--- src/rtl/pc_seq_pkg.sv ---
// pc_seq_pkg -- shared definitions for the PC sequencer slice.
//   pc_seq_state_e : sequencer FSM state encoding (RUN / FLUSH)
//   PC_W           : fetch address width
//   IMM26_* / IMM19_* : branch immediate field positions inside the
//                    instruction word (B uses imm26, CB/B.cond use imm19)
package pc_seq_pkg;

  typedef enum logic [0:0] {
    PC_ST_RUN   = 1'b0,
    PC_ST_FLUSH = 1'b1
  } pc_seq_state_e;

  localparam int PC_W = 64;

  localparam int IMM26_MSB = 25;
  localparam int IMM26_LSB = 0;
  localparam int IMM26_W   = IMM26_MSB - IMM26_LSB + 1;

  localparam int IMM19_MSB = 23;
  localparam int IMM19_LSB = 5;
  localparam int IMM19_W   = IMM19_MSB - IMM19_LSB + 1;

endpackage

--- src/rtl/pc_sequencer_if.sv ---
// pc_sequencer_if -- fetch and branch-redirect signals of the PC sequencer.
//   Fetch side : stall, fetch_ready (in), pc, pc_valid, flush (out)
//   Branch side: br_valid, br_uncond, br_taken, br_pc, br_instr (in), br_ready (out)
// Modports: master = the sequencer, slave = the pipeline around it.
//
// Handshake: a branch is accepted on a rising clk edge where br_valid and
// br_ready are both high; the requester keeps br_valid and its payload
// stable until that edge. A fetch of pc is consumed on an edge where
// pc_valid and fetch_ready are both high and stall is low.
interface pc_sequencer_if;
  import pc_seq_pkg::*;

  logic            stall;
  logic            fetch_ready;
  logic [PC_W-1:0] pc;
  logic            pc_valid;
  logic            flush;

  logic            br_valid;
  logic            br_uncond;
  logic            br_taken;
  logic [PC_W-1:0] br_pc;
  logic [31:0]     br_instr;
  logic            br_ready;

  modport master (
    input  stall, fetch_ready, br_valid, br_uncond, br_taken, br_pc, br_instr,
    output pc, pc_valid, flush, br_ready
  );

  modport slave (
    output stall, fetch_ready, br_valid, br_uncond, br_taken, br_pc, br_instr,
    input  pc, pc_valid, flush, br_ready
  );

endinterface

--- src/rtl/branch_target_calc.sv ---
// branch_target_calc -- combinational branch target adder.
//   br_pc     : address of the branch instruction
//   br_instr  : branch instruction word
//   br_uncond : 1 = B (imm26), 0 = CB/B.cond (imm19)
//   target    : br_pc + (sign-extended immediate << 2), wrapping mod 2^64
module branch_target_calc
  import pc_seq_pkg::*;
(
  input  logic [PC_W-1:0] br_pc,
  input  logic [31:0]     br_instr,
  input  logic            br_uncond,
  output logic [PC_W-1:0] target
);

  logic [IMM26_W-1:0] imm26;
  logic [IMM19_W-1:0] imm19;
  logic [PC_W-1:0]    offset;

  assign imm26 = br_instr[IMM26_MSB:IMM26_LSB];
  assign imm19 = br_instr[IMM19_MSB:IMM19_LSB];

  // Opcode bits above imm26 do not affect the target.
  logic unused_opcode;
  assign unused_opcode = ^br_instr[31:IMM26_MSB+1];

  always_comb begin
    offset = '0;
    if (br_uncond) begin
      offset = {{(PC_W-IMM26_W){imm26[IMM26_W-1]}}, imm26};
    end else begin
      offset = {{(PC_W-IMM19_W){imm19[IMM19_W-1]}}, imm19};
    end
  end

  // Word-aligned offset; the add simply wraps at 64 bits.
  assign target = br_pc + (offset << 2);

endmodule

--- src/rtl/pc_sequencer.sv ---
// pc_sequencer -- fetch PC generator with branch redirect and flush.
//   clk, reset_n : rising-edge clock, asynchronous active-low reset
//   bus          : pc_sequencer_if.master (fetch + branch handshakes)
//   state_dbg    : current FSM state (0 = RUN, 1 = FLUSH)
//   taken_cnt    : accepted taken branches, saturating   (PC_SEQ_PERF_EN)
//   flush_cnt    : cycles spent in FLUSH, saturating      (PC_SEQ_PERF_EN)
// Parameters: RESET_PC (pc after reset), FLUSH_CYCLES (1..7, flush length).
// Optional feature macro: PC_SEQ_PERF_EN adds the two performance counters.
module pc_sequencer
  import pc_seq_pkg::*;
#(
  parameter logic [63:0] RESET_PC     = 64'h0,
  parameter int          FLUSH_CYCLES = 2
) (
  input  logic                  clk,
  input  logic                  reset_n,
  pc_sequencer_if.master        bus,
  output logic [0:0]            state_dbg
`ifdef PC_SEQ_PERF_EN
  ,
  output logic [31:0]           taken_cnt,
  output logic [31:0]           flush_cnt
`endif
);

  localparam logic [0:0]      ST_RUN     = PC_ST_RUN;
  localparam logic [0:0]      ST_FLUSH   = PC_ST_FLUSH;
  localparam logic [2:0]      FLUSH_LOAD = 3'(FLUSH_CYCLES);
  localparam logic [PC_W-1:0] PC_INC     = 64'd4;

  logic [0:0]      state;
  logic [2:0]      flush_ctr;
  logic [PC_W-1:0] pc_q;
  logic [PC_W-1:0] target;
  logic            in_run;
  logic            take_br;
  logic            advance;

  branch_target_calc u_target (
    .br_pc     (bus.br_pc),
    .br_instr  (bus.br_instr),
    .br_uncond (bus.br_uncond),
    .target    (target)
  );

  assign in_run  = (state == ST_RUN);
  // Redirect wins over stall and fetch_ready.
  assign take_br = in_run && bus.br_valid && bus.br_taken;
  assign advance = in_run && !take_br && bus.fetch_ready && !bus.stall;

  always_ff @(posedge clk or negedge reset_n) begin
    if (!reset_n) begin
      state     <= ST_RUN;
      flush_ctr <= '0;
      pc_q      <= RESET_PC;
    end else if (state == ST_RUN) begin
      if (take_br) begin
        pc_q      <= target;
        state     <= ST_FLUSH;
        flush_ctr <= FLUSH_LOAD;
      end else if (advance) begin
        pc_q <= pc_q + PC_INC;
      end
    end else begin
      // Leave on the edge where the counter reads 1 so flush is high for
      // exactly FLUSH_CYCLES cycles; <= also recovers from a stray 0.
      if (flush_ctr <= 3'd1) begin
        state     <= ST_RUN;
        flush_ctr <= '0;
      end else begin
        flush_ctr <= flush_ctr - 3'd1;
      end
    end
  end

  assign bus.pc       = pc_q;
  assign bus.pc_valid = in_run;
  assign bus.br_ready = in_run;
  assign bus.flush    = !in_run;
  assign state_dbg    = state;

`ifdef PC_SEQ_PERF_EN
  always_ff @(posedge clk or negedge reset_n) begin
    if (!reset_n) begin
      taken_cnt <= '0;
      flush_cnt <= '0;
    end else begin
      if (take_br && (taken_cnt != 32'hFFFF_FFFF)) begin
        taken_cnt <= taken_cnt + 32'd1;
      end
      if (!in_run && (flush_cnt != 32'hFFFF_FFFF)) begin
        flush_cnt <= flush_cnt + 32'd1;
      end
    end
  end
`endif

endmodule

--- src/flat_wrapper.sv ---
// flat-port wrapper written by rule: the top's interface ports become plain ports
module pc_sequencer_flat import pc_seq_pkg::*;
#(
  parameter logic [63:0] RESET_PC     = 64'h0,
  parameter int          FLUSH_CYCLES = 2
)
  (clk, reset_n, state_dbg, bus_stall, bus_fetch_ready, bus_br_valid, bus_br_uncond, bus_br_taken, bus_br_pc, bus_br_instr, bus_pc, bus_pc_valid, bus_flush, bus_br_ready);
  pc_sequencer_if bus_i ();
  input  logic clk;
  input  logic reset_n;
  output logic [0:0] state_dbg;
  input wire logic [$bits(bus_i.stall)-1:0] bus_stall;
  input wire logic [$bits(bus_i.fetch_ready)-1:0] bus_fetch_ready;
  input wire logic [$bits(bus_i.br_valid)-1:0] bus_br_valid;
  input wire logic [$bits(bus_i.br_uncond)-1:0] bus_br_uncond;
  input wire logic [$bits(bus_i.br_taken)-1:0] bus_br_taken;
  input wire logic [$bits(bus_i.br_pc)-1:0] bus_br_pc;
  input wire logic [$bits(bus_i.br_instr)-1:0] bus_br_instr;
  output wire logic [$bits(bus_i.pc)-1:0] bus_pc;
  output wire logic [$bits(bus_i.pc_valid)-1:0] bus_pc_valid;
  output wire logic [$bits(bus_i.flush)-1:0] bus_flush;
  output wire logic [$bits(bus_i.br_ready)-1:0] bus_br_ready;
  assign bus_i.stall = bus_stall;
  assign bus_i.fetch_ready = bus_fetch_ready;
  assign bus_i.br_valid = bus_br_valid;
  assign bus_i.br_uncond = bus_br_uncond;
  assign bus_i.br_taken = bus_br_taken;
  assign bus_i.br_pc = bus_br_pc;
  assign bus_i.br_instr = bus_br_instr;
  assign bus_pc = bus_i.pc;
  assign bus_pc_valid = bus_i.pc_valid;
  assign bus_flush = bus_i.flush;
  assign bus_br_ready = bus_i.br_ready;
  pc_sequencer #(.RESET_PC(RESET_PC), .FLUSH_CYCLES(FLUSH_CYCLES)) u_core (.clk(clk), .reset_n(reset_n), .bus(bus_i), .state_dbg(state_dbg));
endmodule
--- config.mk ---
export PLATFORM = sky130hd
export DESIGN_NAME = pc_sequencer_flat
export DESIGN_NICKNAME = d
export VERILOG_FILES = /design/src/rtl/pc_seq_pkg.sv /design/src/rtl/pc_sequencer_if.sv /design/src/rtl/branch_target_calc.sv /design/src/rtl/pc_sequencer.sv /design/src/flat_wrapper.sv
export SDC_FILE = /design/constraint.sdc
export NUM_CORES = 1
export LEC_CHECK = 0
export CAP_MARGIN = 20
export CORE_UTILIZATION = 48
export CTS_BUF_LIST = sky130_fd_sc_hd__clkbuf_4 sky130_fd_sc_hd__clkbuf_8
export CTS_CLUSTER_DIAMETER = 120
export DETAILED_ROUTE_END_ITERATION = 10
export PLACE_DENSITY_LB_ADDON = 0.15
export SLEW_MARGIN = 20
export SYNTH_ARGS = -nofsm -noshare
export SYNTH_HDL_FRONTEND = slang
export SYNTH_SLANG_ARGS = --single-unit
--- constraint.sdc ---
create_clock -name clk -period 3.3 [get_ports clk]
set_clock_uncertainty 0.1 [all_clocks]
set_input_delay 0.495 -clock clk [delete_from_list [all_inputs] [get_ports clk]]
set_output_delay 0.495 -clock clk [all_outputs]
set_load 0.01 [all_outputs]
==> metrics <==
endpoints failing setup=2; htree depth=3; fraction of layout cells with a size suffix above 1=0.309; CP required=3.45 ns; CTS Buf Count=9; RSZ-0062 raised after global routing=true; worst r2r dst=u_core.bus.pc[43]$_DFFE_PN0P_; synthesized area=7820 um2; Layout Utilization=0.799; dpl ws=-0.853 ns; Final nets=1556; largest net degree at the start of global routing=39; FF-to-FF path depth=9; Hold Path Cell Cnt=2; Synth Register Bits=68; Root Buffer=clkbuf_8; library cells used by synthesis=76; DRT Wirelength=29200 um; top_reg_cell synth=dfrtp_1; worst hold start=u_core.bus.pc[1]$_DFFE_PN0P_; DRC Markers=0; status=complete, but fails checks; Filler Cells Inserted=1051; wire per inst=18.1 um; commonest non-fill, non-tap cell in the layout=buf_4; # diodes=0; Pwr Total=6.50 mW; Top Ports=171; Worst-path clk slew=0.08 ns; vias after detailed routing=9403; Slew @ Worst Pin=0.519 ns; IO buf count=164; dpl cells=1569; Achievable Freq=0.300 GHz; register area share after synthesis=0.218; DP Wirelength=20600 um; Clk Latency, worst-skew pair=0.36 ns; first-pass GRT wire length=43000 um; Final period util=1.01; Max Buffers Root-to-Sink=2; Avg Cell Area, Syn=7.80 um2; commonest cells after routing, fill and taps aside=buf_4 (237), nand2_1 (140), clkdlybuf4s50_1 (139), o21ai_0 (72), dfrtp_1 (68); violated checks=negative setup slack; first-pass iteration count of the detailed router=5; final setup margin=-0.0330 ns; Total Die Area=16800 um2; YS warnings=0; post-route ant nets=0; DR vias/cell=5.84; Peak VDD IR=452 uV; chip width=130 um; initial antenna violation count=0; Fin. Hold Viols=0; CP endpoint kind=flop; number of global-route vias before repair=8926; fin cells=1609; worst-path fanout max=5; cell count after synthesis=1003; synthesis-to-finish area growth=62.3%; clock sink count=68; PD cells=512 nW/um2; Setup crit start kind=input port; MaxCap Viol Count=0; TritonCTS clock tree=built; starting density of the core=0.492; FF-to-FF setup slack=0.55 ns; Setup Crit Path Kind=in -> reg; Worst Hold Class=reg -> reg; Total GRT Usage=0.324; hold path endpoint=u_core.bus.pc[1]$_DFFE_PN0P_; CP arrival=3.48 ns; RD Place Congestion=0.931; minimum clock period=3.33 ns; Core ar.=15900 um2; die height=130 um; total gr overflow=0; Worst slew margin=0.654; Post-synth EDFFs=0; LEAKAGE=5.57 nW; cell row count=46; setup TNS=-0.0426 ns; Iter 0 DRT Violations=693; Final Max Slew Viols=0; Synth async-reset ratio=1.00; Syn Nets=1171; RR Startpoint=u_core.bus.pc[4]$_DFFE_PN0P_
## Yosys cell counts (19+ instances only)
cell type  instances  area, um2
a21oi_1           95        475
and3_1            23        144
mux2_2            19        214
inv_1             24       90.1
ha_1              64        801
nand2_1          148        556
clkbuf_1          24       90.1
xnor2_1           62        543
o21ai_0           82        410
nor2_1            60        225
nand3_1           36        180
xor2_1            51        447
dfrtp_1           68       1700
a21o_1            24        180
nand4_1           31        194
## cells by family after synthesis
logic type | share of synthesized area
AO/OA/AOI/OAI | 0.247
XOR/XNOR | 0.127
adder cells (fa/ha/maj) | 0.105
buffers and inverters | 0.0341
flip-flops | 0.218
multiplexers | 0.0325
AND/OR/NAND/NOR | 0.238
## flip-flops by register name, indices dropped and copies added (netlist names)
register,flops
u_core.bus.pc,64
u_core.flush_ctr,3
u_core.bus.flush,1
## cell type report
class,instances,area [um2],share of cell area
clock buffers,9,124,0.00975
clock inverters,7,75.1,0.00591
inverters,25,93.8,0.00739
multi-input cells,871,6780,0.533
flip-flops and latches,68,1700,0.134
well taps,216,270,0.0213
repair buffers,413,3660,0.288
## power breakdown
part           switching, mW  internal, mW  leakage [nW]
logic                   1.80          2.12          4.64
clock network          0.373         0.354         0.104
registers              0.617          1.24         0.823
## critical path, stage by stage
cell and delay, ns:
buf_12 0.12, buf_16 0.14, mux2_4 0.33, ha_4 0.27
buf_4 0.13, o21a_1 0.19, o21a_1 0.19, a21oi_2 0.24
a22oi_2 0.15, a211oi_2 0.24, buf_4 0.19, o41ai_4 0.11
buf_4 0.17, a221oi_4 0.29, xnor2_2 0.16, a21oi_1 0.08
## timing repair
action	in CTS	in global routing
resized for setup	75	104
hold buffers	1	0
pin swaps	38	60
setup buffers	12	10
cloned	2	1
hold endpoints to repair	15	0
setup endpoints to repair	42	25
## worst max path at each step
| stage | to | depth (start not counted) | slack [ns] | from |
|---|---|---|---|---|
| 3_3_place_gp | u_core.bus.pc[63]$_DFFE_PN0P_ | 15 | -0.80 | bus_br_uncond |
| 4_1_cts | u_core.bus.pc[59]$_DFFE_PN0P_ | 16 | -0.03 | bus_br_uncond |
| 2_1_floorplan | u_core.bus.pc[60]$_DFFE_PN0P_ | 14 | -0.05 | bus_br_uncond |
| 3_5_place_dp | u_core.bus.pc[63]$_DFFE_PN0P_ | 15 | -0.85 | bus_br_uncond |
| 6_report | u_core.bus.pc[63]$_DFFE_PN0P_ | 16 | -0.03 | bus_br_uncond |
| 5_1_grt | u_core.bus.pc[63]$_DFFE_PN0P_ | 16 | -0.12 | bus_br_uncond |
## per-stage QoR
step	hold WS [ns]	area (um2)
after floorplan	0.0994	7990
after global placement	0.358	11400
after detailed placement	0.370	11400
after CTS	0.389	12200
after global routing	0.415	12700
final	0.386	12700
## layer usage
metal  GRT usage  up-vias  wire length [um]
li1            -     4410                 -
met5           0        -                 0
met3      0.0405      103              1910
met1       0.418     4430             12000
met2       0.557      460             14100
met4       0.109        0              1130
Power figures use the tool's default switching activity.
